### src/rtl/alu_pkg.sv
// Shared opcode encodings and helpers for the 16-bit ALU and its decoder.
// Every group's opcodes live here so the core and the bench agree on them.
package alu_pkg;

   localparam int DATA_W = 16;

   typedef enum logic [2:0] {
      ADD_OP = 3'd0,
      ADC_OP = 3'd1,
      SUB_OP = 3'd2,
      SBC_OP = 3'd3,
      AND_OP = 3'd4,
      OR_OP  = 3'd5,
      XOR_OP = 3'd6,
      NOT_OP = 3'd7
   } aluOp_t;

   typedef enum logic [2:0] {
      SHL_OP  = 3'd0,
      SHR_OP  = 3'd1,
      ASHR_OP = 3'd2,
      ROL_OP  = 3'd3,
      ROR_OP  = 3'd4
   } shiftOp_t;

   typedef enum logic [2:0] {
      COPY_OP = 3'd0,
      SWAP_OP = 3'd1,
      LDL_OP  = 3'd2,
      LDH_OP  = 3'd3
   } loadOp_t;

   // The top bit of the returned sum is the carry; subtraction passes ~B.
   function automatic logic [DATA_W:0] addCarry(input logic [DATA_W-1:0] a,
                                                input logic [DATA_W-1:0] b,
                                                input logic              cin);
      addCarry = {1'b0, a} + {1'b0, b} + {{DATA_W{1'b0}}, cin};
   endfunction

endpackage

### src/rtl/alu_if.sv
// Operand, opcode and result bundle between the ALU and whoever drives it.
interface alu_if;
   import alu_pkg::*;

   logic [DATA_W-1:0] operand1;
   logic [DATA_W-1:0] operand2;
   logic              carryIn;
   logic              enableAlu;
   logic [2:0]        aluOperation;
   logic              enableShift;
   logic [2:0]        shiftOperation;
   logic              enableLoad;
   logic [2:0]        loadOperation;
   logic [DATA_W-1:0] result;
   logic              carryOut;

   modport master (
      output operand1, operand2, carryIn,
      output enableAlu, aluOperation,
      output enableShift, shiftOperation,
      output enableLoad, loadOperation,
      input  result, carryOut
   );

   modport slave (
      input  operand1, operand2, carryIn,
      input  enableAlu, aluOperation,
      input  enableShift, shiftOperation,
      input  enableLoad, loadOperation,
      output result, carryOut
   );

endinterface

### src/rtl/alu_core.sv
// Combinational decoder/datapath: computes the next result and carry from
// the current inputs, with group priority ALU > shift > load > pass-through.
module alu_core
   import alu_pkg::*;
(
   input  logic [DATA_W-1:0] i_operand1,
   input  logic [DATA_W-1:0] i_operand2,
   input  logic              i_carryIn,
   input  logic              i_enableAlu,
   input  logic [2:0]        i_aluOperation,
   input  logic              i_enableShift,
   input  logic [2:0]        i_shiftOperation,
   input  logic              i_enableLoad,
   input  logic [2:0]        i_loadOperation,
   output logic [DATA_W-1:0] o_nextResult,
   output logic              o_nextCarry
);

   logic [DATA_W:0] w_sum;

   // Reserved opcodes and the no-enable case fall back to A with carry passed through.
   always_comb begin
      o_nextResult = i_operand1;
      o_nextCarry  = i_carryIn;
      w_sum        = '0;
      if (i_enableAlu) begin
         case (i_aluOperation)
            ADD_OP: w_sum = addCarry(i_operand1, i_operand2, 1'b0);
            ADC_OP: w_sum = addCarry(i_operand1, i_operand2, i_carryIn);
            SUB_OP: w_sum = addCarry(i_operand1, ~i_operand2, 1'b1);
            SBC_OP: w_sum = addCarry(i_operand1, ~i_operand2, i_carryIn);
            default: w_sum = '0;
         endcase
         case (i_aluOperation)
            AND_OP: begin o_nextResult = i_operand1 & i_operand2; o_nextCarry = 1'b0; end
            OR_OP:  begin o_nextResult = i_operand1 | i_operand2; o_nextCarry = 1'b0; end
            XOR_OP: begin o_nextResult = i_operand1 ^ i_operand2; o_nextCarry = 1'b0; end
            NOT_OP: begin o_nextResult = ~i_operand1;             o_nextCarry = 1'b0; end
            default: begin
               o_nextResult = w_sum[DATA_W-1:0];
               o_nextCarry  = w_sum[DATA_W];
            end
         endcase
      end else if (i_enableShift) begin
         case (i_shiftOperation)
            SHL_OP:  begin o_nextResult = {i_operand1[14:0], 1'b0};          o_nextCarry = i_operand1[15]; end
            SHR_OP:  begin o_nextResult = {1'b0, i_operand1[15:1]};          o_nextCarry = i_operand1[0];  end
            ASHR_OP: begin o_nextResult = {i_operand1[15], i_operand1[15:1]}; o_nextCarry = i_operand1[0];  end
            ROL_OP:  begin o_nextResult = {i_operand1[14:0], i_carryIn};     o_nextCarry = i_operand1[15]; end
            ROR_OP:  begin o_nextResult = {i_carryIn, i_operand1[15:1]};     o_nextCarry = i_operand1[0];  end
            default: ;
         endcase
      end else if (i_enableLoad) begin
         case (i_loadOperation)
            COPY_OP: o_nextResult = i_operand1;
            SWAP_OP: o_nextResult = {i_operand1[7:0], i_operand1[15:8]};
            LDL_OP:  o_nextResult = {8'h00, i_operand1[7:0]};
            LDH_OP:  o_nextResult = {8'h00, i_operand1[15:8]};
            default: ;
         endcase
      end
   end

endmodule

### src/rtl/alu.sv
// 16-bit ALU top: registers the core's next result/carry, giving one cycle
// of latency; a synchronous reset clears both outputs.
module alu
   import alu_pkg::*;
(
   input  logic clk,
   input  logic reset,
   alu_if.slave bus
);

   logic [DATA_W-1:0] w_nextResult;
   logic              w_nextCarry;
   logic [DATA_W-1:0] r_result;
   logic              r_carry;

   alu_core u_core (
      .i_operand1       (bus.operand1),
      .i_operand2       (bus.operand2),
      .i_carryIn        (bus.carryIn),
      .i_enableAlu      (bus.enableAlu),
      .i_aluOperation   (bus.aluOperation),
      .i_enableShift    (bus.enableShift),
      .i_shiftOperation (bus.shiftOperation),
      .i_enableLoad     (bus.enableLoad),
      .i_loadOperation  (bus.loadOperation),
      .o_nextResult     (w_nextResult),
      .o_nextCarry      (w_nextCarry)
   );

   always_ff @(posedge clk) begin
      if (reset) begin
         r_result <= '0;
         r_carry  <= 1'b0;
      end else begin
         r_result <= w_nextResult;
         r_carry  <= w_nextCarry;
      end
   end

   assign bus.result   = r_result;
   assign bus.carryOut = r_carry;

endmodule

### src/flat_wrapper.sv
// flat-port wrapper written by rule: the top's interface ports become plain ports
module alu_flat import alu_pkg::*;
  (clk, reset, bus_operand1, bus_operand2, bus_carryIn, bus_enableAlu, bus_aluOperation, bus_enableShift, bus_shiftOperation, bus_enableLoad, bus_loadOperation, bus_result, bus_carryOut);
  alu_if bus_i ();
  input  logic clk;
  input  logic reset;
  input wire logic [$bits(bus_i.operand1)-1:0] bus_operand1;
  input wire logic [$bits(bus_i.operand2)-1:0] bus_operand2;
  input wire logic [$bits(bus_i.carryIn)-1:0] bus_carryIn;
  input wire logic [$bits(bus_i.enableAlu)-1:0] bus_enableAlu;
  input wire logic [$bits(bus_i.aluOperation)-1:0] bus_aluOperation;
  input wire logic [$bits(bus_i.enableShift)-1:0] bus_enableShift;
  input wire logic [$bits(bus_i.shiftOperation)-1:0] bus_shiftOperation;
  input wire logic [$bits(bus_i.enableLoad)-1:0] bus_enableLoad;
  input wire logic [$bits(bus_i.loadOperation)-1:0] bus_loadOperation;
  output wire logic [$bits(bus_i.result)-1:0] bus_result;
  output wire logic [$bits(bus_i.carryOut)-1:0] bus_carryOut;
  assign bus_i.operand1 = bus_operand1;
  assign bus_i.operand2 = bus_operand2;
  assign bus_i.carryIn = bus_carryIn;
  assign bus_i.enableAlu = bus_enableAlu;
  assign bus_i.aluOperation = bus_aluOperation;
  assign bus_i.enableShift = bus_enableShift;
  assign bus_i.shiftOperation = bus_shiftOperation;
  assign bus_i.enableLoad = bus_enableLoad;
  assign bus_i.loadOperation = bus_loadOperation;
  assign bus_result = bus_i.result;
  assign bus_carryOut = bus_i.carryOut;
  alu u_core (.clk(clk), .reset(reset), .bus(bus_i));
endmodule
### config.mk
export PLATFORM = sky130hd
export DESIGN_NAME = alu_flat
export DESIGN_NICKNAME = d
export VERILOG_FILES = /design/src/rtl/alu_pkg.sv /design/src/rtl/alu_if.sv /design/src/rtl/alu_core.sv /design/src/rtl/alu.sv /design/src/flat_wrapper.sv
export SDC_FILE = /design/constraint.sdc
export NUM_CORES = 1
export LEC_CHECK = 0
export ABC_AREA = 1
export CORE_ASPECT_RATIO = 0.9
export CORE_UTILIZATION = 35
export DETAILED_ROUTE_END_ITERATION = 8
export GPL_TIMING_DRIVEN = 0
export PLACE_DENSITY = 0.66
export REMOVE_ABC_BUFFERS = 1
export SLEW_MARGIN = 20
export SYNTH_ARGS = -nofsm -noshare
export SYNTH_HDL_FRONTEND = slang
export SYNTH_SLANG_ARGS = --single-unit
### constraint.sdc
create_clock -name clk -period 3.25 [get_ports clk]
set_input_delay 0.975 -clock clk [delete_from_list [all_inputs] [get_ports clk]]
set_output_delay 0.975 -clock clk [all_outputs]
set_load 0.05 [all_outputs]
# ---- Word level (Yosys, flattened, before mapping)
# Cells that the tools add are included.
dict set report op_classes {
  shifts 0
  bitwise 5
  n_mux 11
  n_reduce_logical 5
  multipliers 0
  order_cmp 0
  add_sub_neg 5
  n_div 0
  n_eq_ne 14
}
# cell count
set op_table {}
lappend op_table {{16-bit one-hot mux with 5 select lines} 1}
lappend op_table {{17-bit one-hot mux with 4 select lines} 1}
lappend op_table {{16-bit one-hot mux with 4 select lines} 1}
lappend op_table {{16-bit 2-to-1 mux} 3}
lappend op_table {{16-bit one-hot mux with 3 select lines} 1}
lappend op_table {{16-bit by 16-bit adder with 17-bit output} 2}
lappend op_table {{17-bit by 1-bit adder with 17-bit output} 2}
lappend op_table {{16-bit NOT} 2}
lappend op_table {{3-bit by 2-bit == test with 1-bit output, second input constant} 6}
lappend op_table {{17-bit by 1-bit adder with 17-bit output, second input constant} 1}
lappend op_table {{16-bit AND} 1}
lappend op_table {{16-bit OR} 1}
lappend op_table {{16-bit XOR} 1}
lappend op_table {{3-bit == test, second input constant} 5}
lappend op_table {{3-bit by 1-bit == test with 1-bit output, second input constant} 3}
lappend op_table {{3-bit logical NOT} 2}
lappend op_table {{4-bit OR reduction} 1}
lappend op_table {{1-bit 2-to-1 mux} 3}
lappend op_table {{3-bit OR reduction} 1}
lappend op_table {{1-bit one-hot mux with 2 select lines} 1}
lappend op_table {{2-bit OR reduction} 1}
dict set report word_totals {
  n_memories 0
  in_bits 47
  ramBits 0
  latch_bits 0
  romBits 0
  out_inout_bits 17
  reg_bits 17
}

# ---- Logic depth before layout (Yosys ltp)
dict set report logic_depth {
  word_depth 6
  depth_mapped 22
  depth_no_buf 21
}

# ---- Modules after synthesis
# From an unflattened synthesis, not the netlist that was laid out.
dict set report hier_totals {
  cells_unflattened 1060
  area_unflattened_um2 5631.7
}
# module seq_area_each_um2 instances cells_per_inst area_each_um2
set by_module_without_submodules {}
lappend by_module_without_submodules {alu_core 0.0 1 1007 5137.4}
lappend by_module_without_submodules {alu 340.3 1 53 494.2}

# ---- Worst setup path after synthesis
# No wires, ideal clock.
dict set report synth_timing {
  path_kind {input-to-reg}
  startpoint {in bus_operand2[0]}
  endpoint {reg u_core.r_result[14] (netlist: u_core.bus.result[14])}
  required_time_ns 3.183
  t_arrival_ns 3.133
  path_slack_ns 0.049
  stages 20
  cell_sequence {inv_1 > ha_1 > fa_1 > inv_1 > nand2_2 > nand2_1 > inv_1 > ha_1 > inv_1 > nor2_1 > nand2_2 > nor2_2 > nand3_2 > nor2_4 > nand3_1 > nand2_1 > nand3_1 > nand2_1 > nand2_1 > a21oi_2}
}
dict set report synth_between {
  elab_chain_cells 6
  word_cells_on_any_way 9
}
# element line_no
set synth_rtl {}
lappend synth_rtl {{from (decl)} flat_wrapper.sv:8} ;# input wire logic [$bits(bus_i.operand2)-1:0] bus_operand2;
lappend synth_rtl {{16-bit NOT} {alu_core.sv:30, alu_core.sv:31}}
lappend synth_rtl {{16-bit by 16-bit adder with 17-bit output} alu_pkg.sv:37} ;# addCarry = {1'b0, a} + {1'b0, b} + {{DATA_W{1'b0}}, cin};
lappend synth_rtl {{17-bit by 1-bit adder with 17-bit output} alu_pkg.sv:37}
lappend synth_rtl {{17-bit one-hot mux with 4 select lines *} alu_core.sv:27} ;# case (i_aluOperation)
lappend synth_rtl {{16-bit one-hot mux with 4 select lines *} alu_core.sv:34} ;# case (i_aluOperation)
lappend synth_rtl {{16-bit 2-to-1 mux *} alu_core.sv:26} ;# if (i_enableAlu) begin
lappend synth_rtl {{to (signal assigned)} alu.sv:35} ;# r_result <= w_nextResult;
lappend synth_rtl {{to (decl)} alu.sv:13} ;# logic [DATA_W-1:0] r_result;
# Mark *: on every way between the ends. The rest lies on a longest branch, timed or not.
# A chain may end at the register's enable or synchronous reset.

# ---- Worst setup path after layout
dict set report layout_timing {
  startpoint {in bus_operand2[0]}
  endpoint {reg u_core.r_result[9] (netlist: u_core.bus.result[9])}
}
# The elaborated chain is that of the path after synthesis.

==> metrics.log <==
[metrics] result of the run: finished, violations left
[metrics] failing checks: negative setup slack
[metrics] 1st-pass router iterations: 7
[metrics] Clock Power Share: 0.109
[metrics] number of H-tree branching levels: 1
[metrics] Reg clk slew, reported paths: 0.05 ns
[metrics] reported leakage power: 3.880 nW
[metrics] worst path arrival time: 3.58 ns
[metrics] Total Die Area: 16360 µm²
[metrics] Post-Route Utilization: 0.5385
[metrics] total standard cell area after synthesis: 5548 µm²
[metrics] number of nets in the finished design: 1282
[metrics] critical path peak fanout: 2
[metrics] fin crit share: 1.051
[metrics] number of distinct library cells after synthesis: 46
[metrics] multi-input logic area: 5594 µm²
[metrics] detail-routed net length per standard cell: 18.48 µm
[metrics] largest cells by area after synthesis: nand2_1 (23%), ha_1 (12%), inv_1 (11%)
[metrics] Main synth FF type: dfxtp_1
[metrics] hold buffer count at cts: 0
[metrics] number of cells produced by synthesis: 1046
[metrics] iteration-0 DRC count of the detailed router: 1058
[metrics] switching share of power: 0.5341
[metrics] CORE AREA: 15440 µm²
[metrics] setup_tns: -0.7479 ns
[metrics] final count of pins violating max slew: 0
[metrics] critical path endpoint category: register
[metrics] XOR/XNOR Fraction of Synth Area: 0.009247
[metrics] setup slack of the critical path after layout: -0.1662 ns
[metrics] Hold/Removal Path Class: in -> reg
[metrics] CTS Buffer Depth: 2
[metrics] aggregate global routing overflow: 0
[metrics] portion of the post-synthesis area used by sequential elements: 0.06134
[metrics] number of antenna violations at the first check in global routing: 0
[metrics] total clock buffers created by CTS: 3
[metrics] fraction of power consumed by sequential logic: 0.103
[metrics] fraction of synthesized area in multiplexers: 0
[metrics] first-pass GRT wire length: 37850 µm
[metrics] total routing usage reported by global routing: 0.3002
[metrics] FILL cells: 1473
[metrics] power density relative to cell area: 270.7 nW/µm²
[metrics] max frequency: 0.2927 GHz
[metrics] overall die height: 121.4 µm
[metrics] cell taking the most area after synthesis: nand2_1
[metrics] main combinational cell family by area after synthesis: simple AND/OR/NAND/NOR gates
[metrics] worst path cell trace: buf_8, inv_4, ha_4, fa_2, inv_2, buf_4, nor3_4, nand2_2, nor2_4, nand2_4, nor2_4, nand2_2, o21ai_2, nand3_1, o211ai_1, nand3_1, a21oi_2
[metrics] simple-gate area share of the yosys netlist: 0.4621
[metrics] worst hold-check slack: 1.181 ns
[metrics] DRC violation count after routing: 0
[metrics] count of synthesis-stage warnings from yosys: 0
[metrics] horizontal die dimension: 134.7 µm
[metrics] minimum clock period after layout: 3.416 ns
[metrics] FF+latch count, synth: 17
[metrics] Initial Util: 0.3593
[metrics] EDFF count, synth: 0
[metrics] cell chosen for the clock root: clkbuf_16
[metrics] remaining number of nets flagged by the antenna check after routing: 0
[metrics] share of final-layout standard cells stronger than drive strength 1: 0.3661
[metrics] adder and majority cell fraction of the synthesized area: 0.1245
[metrics] overall via count from detail_route: 7929
[metrics] Setup crit start kind: input port
[metrics] final hold violation count: 0
[metrics] combinational share of power: 0.787
[metrics] vias in the first global route: 7109
[metrics] Synth async-reset ratio: 0
[metrics] mean cell area of the mapped netlist: 5.304 µm²
[metrics] final setup violation count: 9
[metrics] via count normalized by instance count: 5.737
[metrics] Cell Int Power: 1.049 mW
[metrics] placer's final routability congestion estimate: 0.9997
[metrics] Max VDD drop: 0.2306 mV
[metrics] flip-flop and latch area: 340.3 µm²
[metrics] most frequently used cell type in the post-synthesis netlist: nand2_1
[metrics] final antenna diode count: 0
[metrics] number of sinks driven by the clock tree: 17
[metrics] max cap viols: 0
[metrics] net load switching power: 1.202 mW
[metrics] compound-cell area share of the yosys netlist: 0.1973
[metrics] Port Buf Inserts: 63
[metrics] Data required, critical path: 3.41 ns
[metrics] tightest slew margin relative to the limit: 0.3208
[metrics] area share of the leading cell type in the synthesized netlist: 0.2280
[metrics] RSZ-0062 raised after global routing: yes
[metrics] Syn-to-layout area delta: 49.89%
[metrics] library cell contributing the largest single delay on the critical path: fa_2
[metrics] TritonCTS clock tree: built
[metrics] HPWL after detailed placement: 18430 µm
[metrics] delay of the slowest cell on the worst path: 0.55 ns
[metrics] Rows: 43
[metrics] total power: 2.251 mW
[metrics] maximum number of pins on one net before global-route repair: 21
[metrics] type of the worst setup path: in -> reg
[metrics] commonest cells in the synthesized netlist: nand2_1 (337), inv_1 (159), nand3_1 (112)
[metrics] slew at the pin closest to its max-slew limit: 1.015 ns
[metrics] routed wire length: 25540 µm
[metrics] top-level I/O count: 64
[metrics] pre-CTS setup slack: -1.502 ns
-- cell usage in the layout, fill, tap and decap left out, drive strengths merged, types with 3 or more instances in the layout --
master / Yosys / final
o21bai: 3 / 3
nand2: 345 / 345
dfxtp: 17 / 17
clkinvlp: 0 / 5
nor2: 78 / 79
buf: 18 / 115
and2: 3 / 3
o21ai: 34 / 34
ha: 52 / 52
a221oi: 8 / 8
o211ai: 22 / 22
clkdlybuf4s50: 0 / 29
clkbuf: 18 / 19
nand3b: 5 / 5
inv: 164 / 159
a21oi: 77 / 77
xor2: 3 / 3
dlygate4sd2: 0 / 4
nand4: 22 / 22
nand3: 117 / 117
a22oi: 5 / 5
nor3: 14 / 14
o22ai: 21 / 21
-- power groups by stage --
stage | clock [mW] | sequential [mW] | combinational (mW)
6_report | 0.246 | 0.233 | 1.77
2_1_floorplan | 0 | 0.305 | 0.714
3_3_place_gp | 0 | 0.237 | 1.17
3_5_place_dp | 0 | 0.237 | 1.18
4_1_cts | 0.249 | 0.233 | 1.52
5_1_grt | 0.257 | 0.235 | 1.88
-- layer usage --
layer,share of wire,GRT usage,up-vias
met3,0.12,0.06182,91
met2,0.43,0.4668,527
met5,0,0,-
met4,0.042,0.1018,0
met1,0.40,0.4082,3604
li1,-,-,3707
-- final timing paths --
path	startpoint	endpoint	slack, ns	cells past startpoint
worst max-delay path	bus_operand2[0]	u_core.bus.result[9]	-0.17	17
worst min-delay path	bus_operand1[9]	u_core.bus.result[9]	1.18	4
-- kinds of logic after synthesis --
kind of cell / after synthesis
fa+ha+maj: 54
simple gates: 586
xor+xnor: 5
buf+inv: 202
compound gates: 182
flops: 17
-- cell type report --
| type | instances | area share |
|---|---|---|
| Tap cell | 202 | 0.03039 |
| Sequential cell | 17 | 0.04093 |
| Timing Repair Buffer | 165 | 0.1643 |
| Inverter | 166 | 0.08215 |
| Clock buffer | 4 | 0.009479 |
| Multi-Input combinational cell | 828 | 0.6727 |
-- flip-flops by register name, indices dropped and copies added (netlist names) --
signal and cells:
u_core.bus.result 16, u_core.bus.carryOut 1
-- critical path, delay by kind of cell --
kind / cells / cell delay [ns]
compound gates: 3 / 0.60
fa+ha+maj: 2 / 0.70
buf+inv: 4 / 0.30
simple gates: 8 / 1.02
-- what timing repair did --
item,4_1_cts,5_1_grt
buffers inserted,74,26
setup endpoints to repair,17,15
endpoints found under the hold margin,0,0
cloned,1,0
pin swaps,101,100
gates resized for setup,341,168
-- metrics by stage --
step	cells	instance area, µm²
after global placement	1275	6250
after CTS	1356	7702
final	1382	8315
after detailed placement	1277	6282
after global routing	1382	8315
after floorplan	1010	5366
Power figures use the tool's default switching activity.
